**src/rtl/cond_directive_filter.sv**
```systemverilog
// ---------------------------------------------------------------------------
// cond_directive_filter
//
// Streaming conditional-compilation filter placed in front of the module-body
// parser. Tokens arrive with their kind already decoded. IFDEF/IFNDEF/ELSIF
// tokens also carry the result of their macro lookup. A small stack records
// the state of each open conditional. Only TEXT tokens that belong to a live
// branch are passed on. Directives are always consumed, and EOF is always
// passed on as a last beat. Structural mistakes raise a sticky error that
// keeps the code of the first one seen.
//
// Ports
//   clk, rst_n   : rising-edge clock, asynchronous active-low reset
//   in_valid     : input token valid
//   in_ready     : input token accepted on in_valid & in_ready
//   in_kind      : 0 TEXT, 1 IFDEF, 2 IFNDEF, 3 ELSIF, 4 ELSE, 5 ENDIF,
//                  6 EOF, 7 treated as TEXT
//   in_defined   : macro-defined flag for IFDEF/IFNDEF/ELSIF
//   in_data      : TEXT payload
//   out_valid    : output beat valid
//   out_ready    : downstream accepts the beat
//   out_data     : forwarded payload (0 on the EOF beat)
//   out_last     : marks the EOF beat
//   depth        : current nesting depth
//   err          : sticky error flag
//   err_code     : first error seen: 0 none, 1 orphan, 2 order, 3 overflow,
//                  4 unterminated
// ---------------------------------------------------------------------------
module cond_directive_filter #(
  parameter int DATA_W    = 8,
  parameter int MAX_DEPTH = 8,
  localparam int DW       = $clog2(MAX_DEPTH + 1)
) (
  input  logic              clk,
  input  logic              rst_n,
  input  logic              in_valid,
  output logic              in_ready,
  input  logic [2:0]        in_kind,
  input  logic              in_defined,
  input  logic [DATA_W-1:0] in_data,
  output logic              out_valid,
  input  logic              out_ready,
  output logic [DATA_W-1:0] out_data,
  output logic              out_last,
  output logic [DW-1:0]     depth,
  output logic              err,
  output logic [2:0]        err_code
);

  localparam logic [2:0] K_IFDEF  = 3'd1;
  localparam logic [2:0] K_IFNDEF = 3'd2;
  localparam logic [2:0] K_ELSIF  = 3'd3;
  localparam logic [2:0] K_ELSE   = 3'd4;
  localparam logic [2:0] K_ENDIF  = 3'd5;
  localparam logic [2:0] K_EOF    = 3'd6;

  localparam logic [2:0] E_NONE    = 3'd0;
  localparam logic [2:0] E_ORPHAN  = 3'd1;
  localparam logic [2:0] E_ORDER   = 3'd2;
  localparam logic [2:0] E_OVERFLW = 3'd3;
  localparam logic [2:0] E_UNTERM  = 3'd4;

  // The stack is sized to the full range of the depth counter. This lets the
  // depth value index it directly without width adaptation. Slots at and
  // above MAX_DEPTH are never written.
  localparam int SLOTS = 1 << DW;
  localparam logic [DW-1:0] MAX_D = DW'(MAX_DEPTH);

  logic [SLOTS-1:0]  act_q;
  logic [SLOTS-1:0]  tkn_q;
  logic [SLOTS-1:0]  els_q;
  logic [SLOTS-1:0]  par_q;
  logic [DW-1:0]     depth_q;
  logic [DW-1:0]     top_idx;
  logic              at_zero;
  logic              at_max;
  logic              cur_active;
  logic              accept;
  logic              def_eff;
  logic [2:0]        err_new;

  assign in_ready   = ~out_valid | out_ready;
  assign accept     = in_valid & in_ready;
  assign at_zero    = (depth_q == '0);
  assign at_max     = (depth_q == MAX_D);
  assign top_idx    = depth_q - DW'(1);
  assign cur_active = at_zero ? 1'b1 : act_q[top_idx];
  assign def_eff    = (in_kind == K_IFNDEF) ? ~in_defined : in_defined;
  assign depth      = depth_q;

  // Classify the accepted token as a structural error, if it is one. A
  // non-zero code means the directive must leave the stack untouched. EOF is
  // the exception: it always clears the stack.
  always_comb begin
    err_new = E_NONE;
    if (accept) begin
      unique case (in_kind)
        K_IFDEF, K_IFNDEF: if (at_max) err_new = E_OVERFLW;
        K_ELSIF, K_ELSE: begin
          if (at_zero)                err_new = E_ORPHAN;
          else if (els_q[top_idx])    err_new = E_ORDER;
        end
        K_ENDIF:           if (at_zero) err_new = E_ORPHAN;
        K_EOF:             if (!at_zero) err_new = E_UNTERM;
        default: ;
      endcase
    end
  end

  // Output register, conditional stack and error latch. in_ready is only
  // high when the output slot is free or draining. A newly forwarded beat
  // therefore never overwrites one that is still waiting. The parent_active
  // bit is folded into ELSIF/ELSE activation. This keeps an inactive parent
  // from reviving a child branch, even though 'taken' already covers that
  // case.
  always_ff @(posedge clk or negedge rst_n) begin
    if (!rst_n) begin
      out_valid <= 1'b0;
      out_data  <= '0;
      out_last  <= 1'b0;
      depth_q   <= '0;
      act_q     <= '0;
      tkn_q     <= '0;
      els_q     <= '0;
      par_q     <= '0;
      err       <= 1'b0;
      err_code  <= E_NONE;
    end else begin
      if (out_valid && out_ready) out_valid <= 1'b0;

      if (!err && err_new != E_NONE) begin
        err      <= 1'b1;
        err_code <= err_new;
      end

      if (accept) begin
        unique case (in_kind)
          K_IFDEF, K_IFNDEF: begin
            if (err_new == E_NONE) begin
              par_q[depth_q] <= cur_active;
              act_q[depth_q] <= cur_active & def_eff;
              tkn_q[depth_q] <= ~cur_active | def_eff;
              els_q[depth_q] <= 1'b0;
              depth_q        <= depth_q + DW'(1);
            end
          end
          K_ELSIF: begin
            if (err_new == E_NONE) begin
              if (par_q[top_idx] && !tkn_q[top_idx] && in_defined) begin
                act_q[top_idx] <= 1'b1;
                tkn_q[top_idx] <= 1'b1;
              end else begin
                act_q[top_idx] <= 1'b0;
              end
            end
          end
          K_ELSE: begin
            if (err_new == E_NONE) begin
              act_q[top_idx] <= par_q[top_idx] & ~tkn_q[top_idx];
              tkn_q[top_idx] <= 1'b1;
              els_q[top_idx] <= 1'b1;
            end
          end
          K_ENDIF: begin
            if (err_new == E_NONE) depth_q <= top_idx;
          end
          K_EOF: begin
            out_valid <= 1'b1;
            out_data  <= '0;
            out_last  <= 1'b1;
            depth_q   <= '0;
            act_q     <= '0;
            tkn_q     <= '0;
            els_q     <= '0;
            par_q     <= '0;
          end
          default: begin
            if (cur_active) begin
              out_valid <= 1'b1;
              out_data  <= in_data;
              out_last  <= 1'b0;
            end
          end
        endcase
      end
    end
  end

endmodule

```
**config.mk**
```make
export PLATFORM = sky130hd
export DESIGN_NAME = cond_directive_filter
export DESIGN_NICKNAME = d
export VERILOG_FILES = /design/src/rtl/cond_directive_filter.sv
export SDC_FILE = /design/constraint.sdc
export NUM_CORES = 1
export LEC_CHECK = 0
export ABC_AREA = 1
export BUFFER_PORTS_ARGS = -buffer_cell sky130_fd_sc_hd__buf_2
export CAP_MARGIN = 20
export CORE_UTILIZATION = 41
export DETAILED_ROUTE_END_ITERATION = 12
export HOLD_SLACK_MARGIN = 0.05
export PLACE_DENSITY = 0.67
export SLEW_MARGIN = 5
export SYNTH_ARGS = -nofsm -noshare
export SYNTH_HDL_FRONTEND = slang
export SYNTH_SLANG_ARGS = --single-unit
```
**constraint.sdc**
```tcl
create_clock -name clk -period 6 [get_ports clk]
set_clock_uncertainty 0.15 [all_clocks]
set_input_delay 1.2 -clock clk [delete_from_list [all_inputs] [get_ports clk]]
set_output_delay 1.2 -clock clk [all_outputs]
set_load 0.02 [all_outputs]
```
==> results of run 1 <==
worst max-delay path by stage:
stage / to / startpoint / slack (ns) / depth (start not counted)
finish: els_q[4] / depth[1] / 1.66 / 17
floorplan: tkn_q[6] / depth[0] / 3.00 / 19
global route: els_q[4] / depth[1] / 1.38 / 17
global placement: els_q[12] / in_kind[1] / 1.86 / 17
detailed placement: els_q[4] / in_kind[1] / 1.73 / 17
CTS: els_q[4] / depth[1] / 1.71 / 17
flip-flops by register name, summed over array words and instances, names as in the netlist, 3 cells and up:
name / count
act_q: 16
par_q: 16
els_q: 16
out_data: 8
depth: 4
tkn_q: 16
err_code: 3
worst register-to-register path, stage by stage, from the launching register on:
cell	delay (ns)
dfrtp_1	0.57
inv_1	0.15
ha_1	0.75
inv_2	0.34
a21oi_1	0.22
o21ai_1	0.10
nand2_1	0.13
nand2_1	0.07
nand3_1	0.09
nand2_1	0.06
nand2_2	0.08
nand2_4	0.10
nand2_2	0.10
nand2_4	0.08
inv_2	0.47
nand2_2	0.50
nand2_1	0.18
o21ai_1	0.08
power by group:
| part | total, mW | leakage, nW | switching [mW] | internal, mW |
|---|---|---|---|---|
| Combinational | 1.82 | 1.90 | 1.34 | 0.478 |
| Sequential | 0.866 | 1.11 | 0.153 | 0.713 |
| Clock | 0.640 | 0.160 | 0.234 | 0.406 |
per-stage QoR:
stage	power [mW]	util (%)	setup slack (ns)
2_1_floorplan	2.11	-	3.00
3_3_place_gp	2.59	43.8	1.86
3_5_place_dp	2.61	43.8	1.73
4_1_cts	3.26	46.2	1.71
5_1_grt	3.54	46.3	1.38
6_report	3.33	46.3	1.66
cell type report:
| cell class | instances | share of cell area, % |
|---|---|---|
| multi-input cells | 690 | 51.5 |
| clock buffers | 11 | 3.61 |
| inverters | 78 | 4.54 |
| well taps | 180 | 3.49 |
| repair buffers | 40 | 3.43 |
| flip-flops and latches | 82 | 31.8 |
| clock inverters | 5 | 1.59 |
cell families after synthesis:
logic type / Yosys count / synth area share [%]
compound gates: 134 / 13.2
xor+xnor: 2 / 0.298
buf+inv: 117 / 8.55
simple gates: 548 / 41.7
fa+ha+maj: 6 / 1.28
flops: 82 / 35.0
cell usage in the layout, fill, tap and decap left out, types with 6 or more instances in the layout:
cell         n
nor2_1      83
o211ai_1    11
ha_1         6
o21ai_1     23
a31oi_1     15
clkbuf_16    9
or2_2       11
buf_2       33
nand2_1    248
dfrtp_1     82
o21ai_0     48
inv_1       64
nand2_2     10
nand3_2      6
inv_2       10
o21a_1       7
a21oi_1     22
nand3b_1    10
nand3_1    168
buf_4        6
per-layer routing:
layer	vias to the layer above	GRT usage [%]	wire [um]
met3	38	7.40	1930
met2	318	38.9	8070
li1	2972	-	-
met4	0	9.49	355
met5	-	0	0
met1	2834	36.9	8350
==> flow_summary.toml, run 1 <==
[die]
die_x_um = 122
die_h_um = 122
core-area_um2 = 13900
io_pins = 35
start_util_pct = 42.1
rows = 43
die-area_um2 = 14800

[timing]
setup_viol = 0
hold_viol = 0
fin_crit_ns = 4.34
relSlewSlack_pct = 55.3
max_freq_ghz = 0.231
tightestPinTransition_ns = 0.671
hold_ws_ns = 0.321
slew_violations = 0
rsz0062_at_grt = "no"
setup_tns_ns = 0
fin_crit_sh_pct = 72.3

[cells_and_area]
fin_nets = 923
fillers = 1464
design_area_um2 = 6450
drive_gt1_share_pct = 11.3
syn_to_final_growth_pct = 9.87
instances_no_fill = 1086
seqCellArea_um2 = 2050
diodes = 0
multiInputGateArea_um2 = 3320

[clock_tree]
cts_tree = "built"
ctsHoldBuffers = 0
clkLatencyLatePin_ns = 0.35
ctsResizeCount = 0
post_cts_buffers = 0
clk_path_buf_depth = 2
cts.clk_slew.worst_paths_ns = 0.06
clockRootBuffer = "clkbuf_16"
cts_sinks = 82
htreeDepth = 3
cts_made_buffers = 9

[drt]
initialDrtViolationCount = 701
ant_nets = 0
wire_per_inst_um = 17.2
vias_per_cell = 5.67
vias = 6162
postRouteWirelength_um = 18700
remaining_drc_errors = 0
firstDrtPassIters = 5

[placed_design]
dp.cells = 1069
dpl_cell_area_um2 = 6100
dp_hpwl_um = 13000
gp_congestion = 0.941
portBuffers = 34

[global_route]
antenna_found_initial = 0
grt_max_degree = 50
grt-ovfl-total = 0
grt_first_pass_wirelength_um = 29900
first_global_vias = 5585
grtUsageTotal_pct = 26.5

[job]
drv_cap = 0

[setup_path]
cp_max_fo = 33
rr_endpoint = "els_q[4]"
worstSetupStartpointType = "flip-flop"
crit_top_cell = "nand2_1"
cp_slowest_cell = "ha_1"
worstPathArrival_ns = 4.40
r2r_slack_ns = 1.66
crit_type = "reg2reg"
path_buf_inv = 3
crit_family = "simple AND/OR/NAND/NOR gates"
crit_path_cell_trace = "inv_1 > ha_1 > inv_2 > a21oi_1 > o21ai_1 > nand2_1 > nand2_1 > nand3_1 > nand2_1 > nand2_2 > nand2_4 > nand2_2 > nand2_4 > inv_2 > nand2_2 > nand2_1 > o21ai_1"
cp-end-kind = "flip-flop"
cp.required_ns = 6.07
r2r_start = "depth[1]"
rr_worst_depth = 17
cpPeakStageDelay_ns = 0.75

[logic_synthesis]
synth_top_area_share_pct = 35.0
syn_inst = 889
synth_area_um2 = 5870
synth.largest_area_cell = "dfrtp_1"
synth_most_common_cell = "nand2_1"
synthesis.nets = 911
ys_ff_latch = 82
yosys-top-cells-area = "dfrtp_1, nand2_1, nand3_1"
synth_commonest_cells = "nand2_1, nand3_1, nor2_1"
yosysWarnings = 0
ys_seq_area_share_pct = 35.0
async_reset_ff_share_pct = 100
ys.flop_type = "dfrtp_1"
syn_area_per_cell_um2 = 6.60
synth.distinct_cells = 33
synth_edf_count = 0

[worst_hold_path]
hold_depth = 2
min_from = "err_code[0]"
hp-class = "reg2reg"
min_to = "err_code[0]"

[power_and_ir_drop]
leakage_nw = 3.17
irDropWorstVdd_mv = 0.245
p_per_area_nw_per_um2 = 516

[outcome]
status = "completed"
Power figures use the tool's default switching activity.
==> run 2, diff against run 1 <==
PLACE_DENSITY = 0.7   (was 0.67)
clock period = 3.9 ns   (was 6 ns; I/O delays follow)
==> flow_summary.toml, run 2 (same netlist as run 1, synthesis figures left out) <==
[placed_design]
portBuffers = 34
gp_congestion = 0.981
place_ws_ns = 0.453
dp_hpwl_um = 13100

[drt]
wire_per_inst_um = 18.1
postRouteWirelength_um = 19900
vias_per_cell = 5.87
firstDrtPassIters = 9
initialDrtViolationCount = 820
vias = 6449
ant_nets = 0
remaining_drc_errors = 0

[timing]
slew_violations = 0
fin_crit_ns = 3.39
timing.final.ws_setup_ns = 0.513
setup_viol = 0
hold_viol = 0
relSlewSlack_pct = 50.6
tightestPinTransition_ns = 0.740
rsz0062_at_grt = "no"
setup_tns_ns = 0
max_freq_ghz = 0.295
fin_crit_sh_pct = 86.8

[outcome]
status = "completed"

[job]
drv_cap = 0

[global_route]
grt_max_degree = 52
grt_use_met3_pct = 6.60
use_met2_pct = 43.4
grt_first_pass_wirelength_um = 32000
grt.busiest_layer = "met2"
grt-ovfl-total = 0
grtUsageTotal_pct = 28.5
antenna_found_initial = 0
met1_usage_pct = 38.3
first_global_vias = 5891

[power_and_ir_drop]
sw_frac_of_total_pct = 53.7
p_per_area_nw_per_um2 = 780
p_int_mw = 2.36
clkPwrFrac_pct = 16.6
irDropWorstVdd_mv = 0.325
combinationalPowerShare_pct = 57.2
power_switching_mw = 2.74
leakage_nw = 3.21
pwr-share-seq_pct = 26.1
p_total_mw = 5.09

[die]
die_h_um = 122
rows = 43
die_x_um = 122
core-area_um2 = 13900
start_util_pct = 42.1
die-area_um2 = 14800
io_pins = 35

[setup_path]
cp_max_fo = 22
cpPeakStageDelay_ns = 0.50
cp-end-kind = "flip-flop"
crit_path_cell_trace = "inv_2 > buf_4 > ha_1 > nand2_1 > nand2_1 > nand3_2 > a21oi_2 > nor2_2 > nand2_2 > nand2_2 > nand2_1 > nand2_2 > inv_2 > nand2_1 > nor2_4 > nand3_1 > nand2_1"
path_buf_inv = 3
cp.required_ns = 4.05
crit_type = "reg2reg"
worstSetupStartpointType = "flip-flop"
crit_family = "simple AND/OR/NAND/NOR gates"
cp_slowest_cell = "nor2_4"
worstPathArrival_ns = 3.54
crit_top_cell = "nand2_1"

[clock_tree]
cts_made_buffers = 9
post_cts_buffers = 0
clk_path_buf_depth = 2
cts_sinks = 82
htreeDepth = 3
ctsHoldBuffers = 0
cts_tree = "built"
clockRootBuffer = "clkbuf_16"
cts.clk_slew.worst_paths_ns = 0.07
ctsResizeCount = 0
clkLatencyLatePin_ns = 0.37

[cells_and_area]
layout_commonest_cell = "nand2_1"
layout_common_cells = "nand2_1, nand3_1, nor2_1, dfrtp_1, inv_1"
syn_to_final_growth_pct = 11.1
drive_gt1_share_pct = 12.7
diodes = 0
fin_nets = 936

[worst_hold_path]
hp-class = "in2async"
run 2: cell types whose count changed in the layout (fill, tap and decap cells not counted):
cell / delta
buf_6: -1
clkbuf_8: +2
bufinv_16: -3
buf_4: +12
clkinv_4: +1
clkinvlp_4: +3
clkinv_2: -1
clkbuf_1: -2
buf_12: +2
run 2: power by group through the flow:
stage          combinational [mW]  clock, mW  sequential, mW
2_1_floorplan                1.92          0            1.33
3_3_place_gp                 2.79          0            1.33
3_5_place_dp                 2.81          0            1.33
4_1_cts                      2.81      0.857            1.32
5_1_grt                      3.14      0.903            1.36
6_report                     2.91      0.848            1.33
run 2: per-stage QoR:
stage / std cells / util [%] / hold WS (ns) / area [um^2]
final: 1099 / 46.8 / 0.318 / 6530
after global routing: 1099 / 46.8 / 0.345 / 6530
after CTS: 1099 / 46.8 / 0.325 / 6530
after detailed placement: 1083 / 44.7 / 0.309 / 6230
after global placement: 1083 / 44.7 / 0.299 / 6230
after floorplan: 889 / - / 0.292 / 5870
run 2: layer usage:
layer	wire length (um)	share of wire, %
met5	0	0
met4	809	4.1
met3	2220	11
met2	8650	43
met1	8270	41
run 2: cell type report:
class / count / area (um^2)
well taps: 180 / 225
multi-input cells: 690 / 3320
fillers: 1460 / 7410
flip-flops and latches: 82 / 2050
repair buffers: 53 / 340
inverters: 78 / 293
clock buffers: 11 / 253
clock inverters: 5 / 38.8
run 2: final timing paths:
check,from,end,slack (ns),cells after the start
worst max-delay path,depth[0],tkn_q[4],0.51,17
worst max register to register,depth[0],tkn_q[4],0.51,17
worst min-delay path,rst_n,act_q[4],0.32,1
max in group asynchronous,rst_n,els_q[11],2.58,2
min in group clk,par_q[3],par_q[3],0.32,2
worst min register to register,par_q[3],par_q[3],0.32,2
==> run 3, diff against run 2 <==
CORE_MARGIN = 2   (was unset)
clock period = 3 ns   (was 3.9 ns; I/O delays follow)
==> flow_summary.toml, run 3 (same netlist as run 1, synthesis figures left out) <==
[outcome]
status = "completed"

[cells_and_area]
design_area_um2 = 6740
seqCellArea_um2 = 2050
syn_to_final_growth_pct = 14.8
multiInputGateArea_um2 = 3330
fin_nets = 951
fillers = 1426
layout_common_cells = "nand2_1, nand3_1, nor2_1, dfrtp_1, inv_1"
finalCoreUtilization_pct = 48.4
layout_commonest_cell = "nand2_1"
diodes = 0
drive_gt1_share_pct = 14.2

[timing]
setup_viol = 0
rsz0062_at_grt = "no"
relSlewSlack_pct = 52.9
fin_crit_ns = 2.75
slew_violations = 0
hold_viol = 0
tightestPinTransition_ns = 0.705
fin_crit_sh_pct = 91.6
hold_ws_ns = 0.313
setup_tns_ns = 0
max_freq_ghz = 0.364

[setup_path]
crit_path_cell_trace = "inv_2 > ha_1 > buf_4 > nand2_1 > nor2_1 > nor2_1 > nor2_1 > nor2_1 > nand3_1 > nand2_1 > nand2_2 > nand2_4 > nand2_2 > nand2_4 > inv_2 > buf_12 > nand3_1 > nand2_1 > nand2_1"
r2r_start = "depth[0]"
cp_max_fo = 32
crit_family = "simple AND/OR/NAND/NOR gates"
cp_slowest_cell = "ha_1"
startpoint = "depth[0]"
cp-end-kind = "flip-flop"
worstPathArrival_ns = 2.85
worstSetupStartpointType = "flip-flop"
cpPeakStageDelay_ns = 0.37
path_buf_inv = 4
crit_type = "reg2reg"
cp.required_ns = 3.10

[global_route]
grt_use_met3_pct = 4.03
grt.busiest_layer = "met2"
grt_first_pass_wirelength_um = 31600
grtUsageTotal_pct = 27.3
grt_max_degree = 41
first_global_vias = 5934
met1_usage_pct = 36.9
use_met2_pct = 42.0
antenna_found_initial = 0
grt-ovfl-total = 0

[clock_tree]
cts_tree = "built"
htreeDepth = 3
cts_sinks = 82
clkLatencyLatePin_ns = 0.36
cts.clk_slew.worst_paths_ns = 0.07
clk_path_buf_depth = 2
clockRootBuffer = "clkbuf_16"
post_cts_buffers = 0
cts_made_buffers = 9

[drt]
wire_per_inst_um = 17.4
firstDrtPassIters = 7
vias = 6368
postRouteWirelength_um = 19400
remaining_drc_errors = 0
initialDrtViolationCount = 826
vias_per_cell = 5.72
ant_nets = 0

[die]
io_pins = 35
die_h_um = 124
die-area_um2 = 15300
start_util_pct = 42.1
die_x_um = 124
core-area_um2 = 13900
rows = 43

[power_and_ir_drop]
p_total_mw = 6.89
p_per_area_nw_per_um2 = 1020
sw_frac_of_total_pct = 51.8
combinationalPowerShare_pct = 58.2
clkPwrFrac_pct = 16.9
p_int_mw = 3.32
pwr-share-seq_pct = 24.9
leakage_nw = 3.33
irDropWorstVdd_mv = 0.618
power_switching_mw = 3.57

[placed_design]
gp_congestion = 1.02
portBuffers = 34
dp_hpwl_um = 13300
dpl_cell_area_um2 = 6410

[worst_hold_path]
hp-class = "reg2reg"
min_from = "err_code[0]"

[job]
drv_cap = 0
==> run 3: through the flow <==
stage,setup slack [ns],std cells
2_1_floorplan,0.113,889
4_1_cts,0.223,1114
6_report,0.252,1114
5_1_grt,0.0198,1114
3_5_place_dp,0.223,1097
3_3_place_gp,0.295,1097
==> run 3: layer usage <==
metal / vias to the layer above / share of wire [%] / routed length (um)
met1: 2947 / 42 / 8210
met2: 333 / 45 / 8660
met5: - / 0 / 0
li1: 3023 / - / -
met4: 0 / 4.2 / 813
met3: 65 / 9.0 / 1750
==> run 3: what timing repair did <==
| action | CTS | global route |
|---|---|---|
| endpoints found under the hold margin | 22 | 0 |
| hold buffers | 1 | 0 |
| gates resized for setup | 0 | 4 |
| endpoints found under the setup margin | 0 | 27 |
==> run 3: cell type report <==
class                      count  share of cell area (%)
multi-input combinational    690                    49.4
sequential                    82                    30.5
timing repair buffer          68                    7.93
inverter                      78                    4.38
clock buffer                  11                    3.75
tap                          180                    3.34
clock inverter                 5                   0.780
==> run 3: path summary, 6_finish.rpt <==
| kind | to | slack [ns] | cells past startpoint |
|---|---|---|---|
| min reg2reg | err_code[0] | 0.31 | 2 |
| max in group asynchronous | tkn_q[14] | 1.56 | 3 |
| min in group asynchronous | par_q[7] | 0.55 | 2 |
| min | err_code[0] | 0.31 | 2 |
| max reg2reg | tkn_q[11] | 0.25 | 19 |
| max | tkn_q[11] | 0.25 | 19 |
==> run 3: power by group through the flow <==
stage | clock, mW | sequential [mW] | combinational, mW
5_1_grt | 1.22 | 1.75 | 4.36
4_1_cts | 1.18 | 1.71 | 3.88
2_1_floorplan | 0 | 1.73 | 2.50
3_3_place_gp | 0 | 1.72 | 3.85
3_5_place_dp | 0 | 1.72 | 3.87
6_report | 1.17 | 1.71 | 4.01
==> run 3: worst register-to-register path, cell delays in order (launching register included) <==
cell and delay [ns]:
dfrtp_2 0.36, inv_2 0.06, ha_1 0.37, buf_4 0.18
nand2_1 0.06, nor2_1 0.19, nor2_1 0.08, nor2_1 0.10
nor2_1 0.05, nand3_1 0.10, nand2_1 0.07, nand2_2 0.09
nand2_4 0.10, nand2_2 0.10, nand2_4 0.07, inv_2 0.09
buf_12 0.18, nand3_1 0.13, nand2_1 0.07, nand2_1 0.05
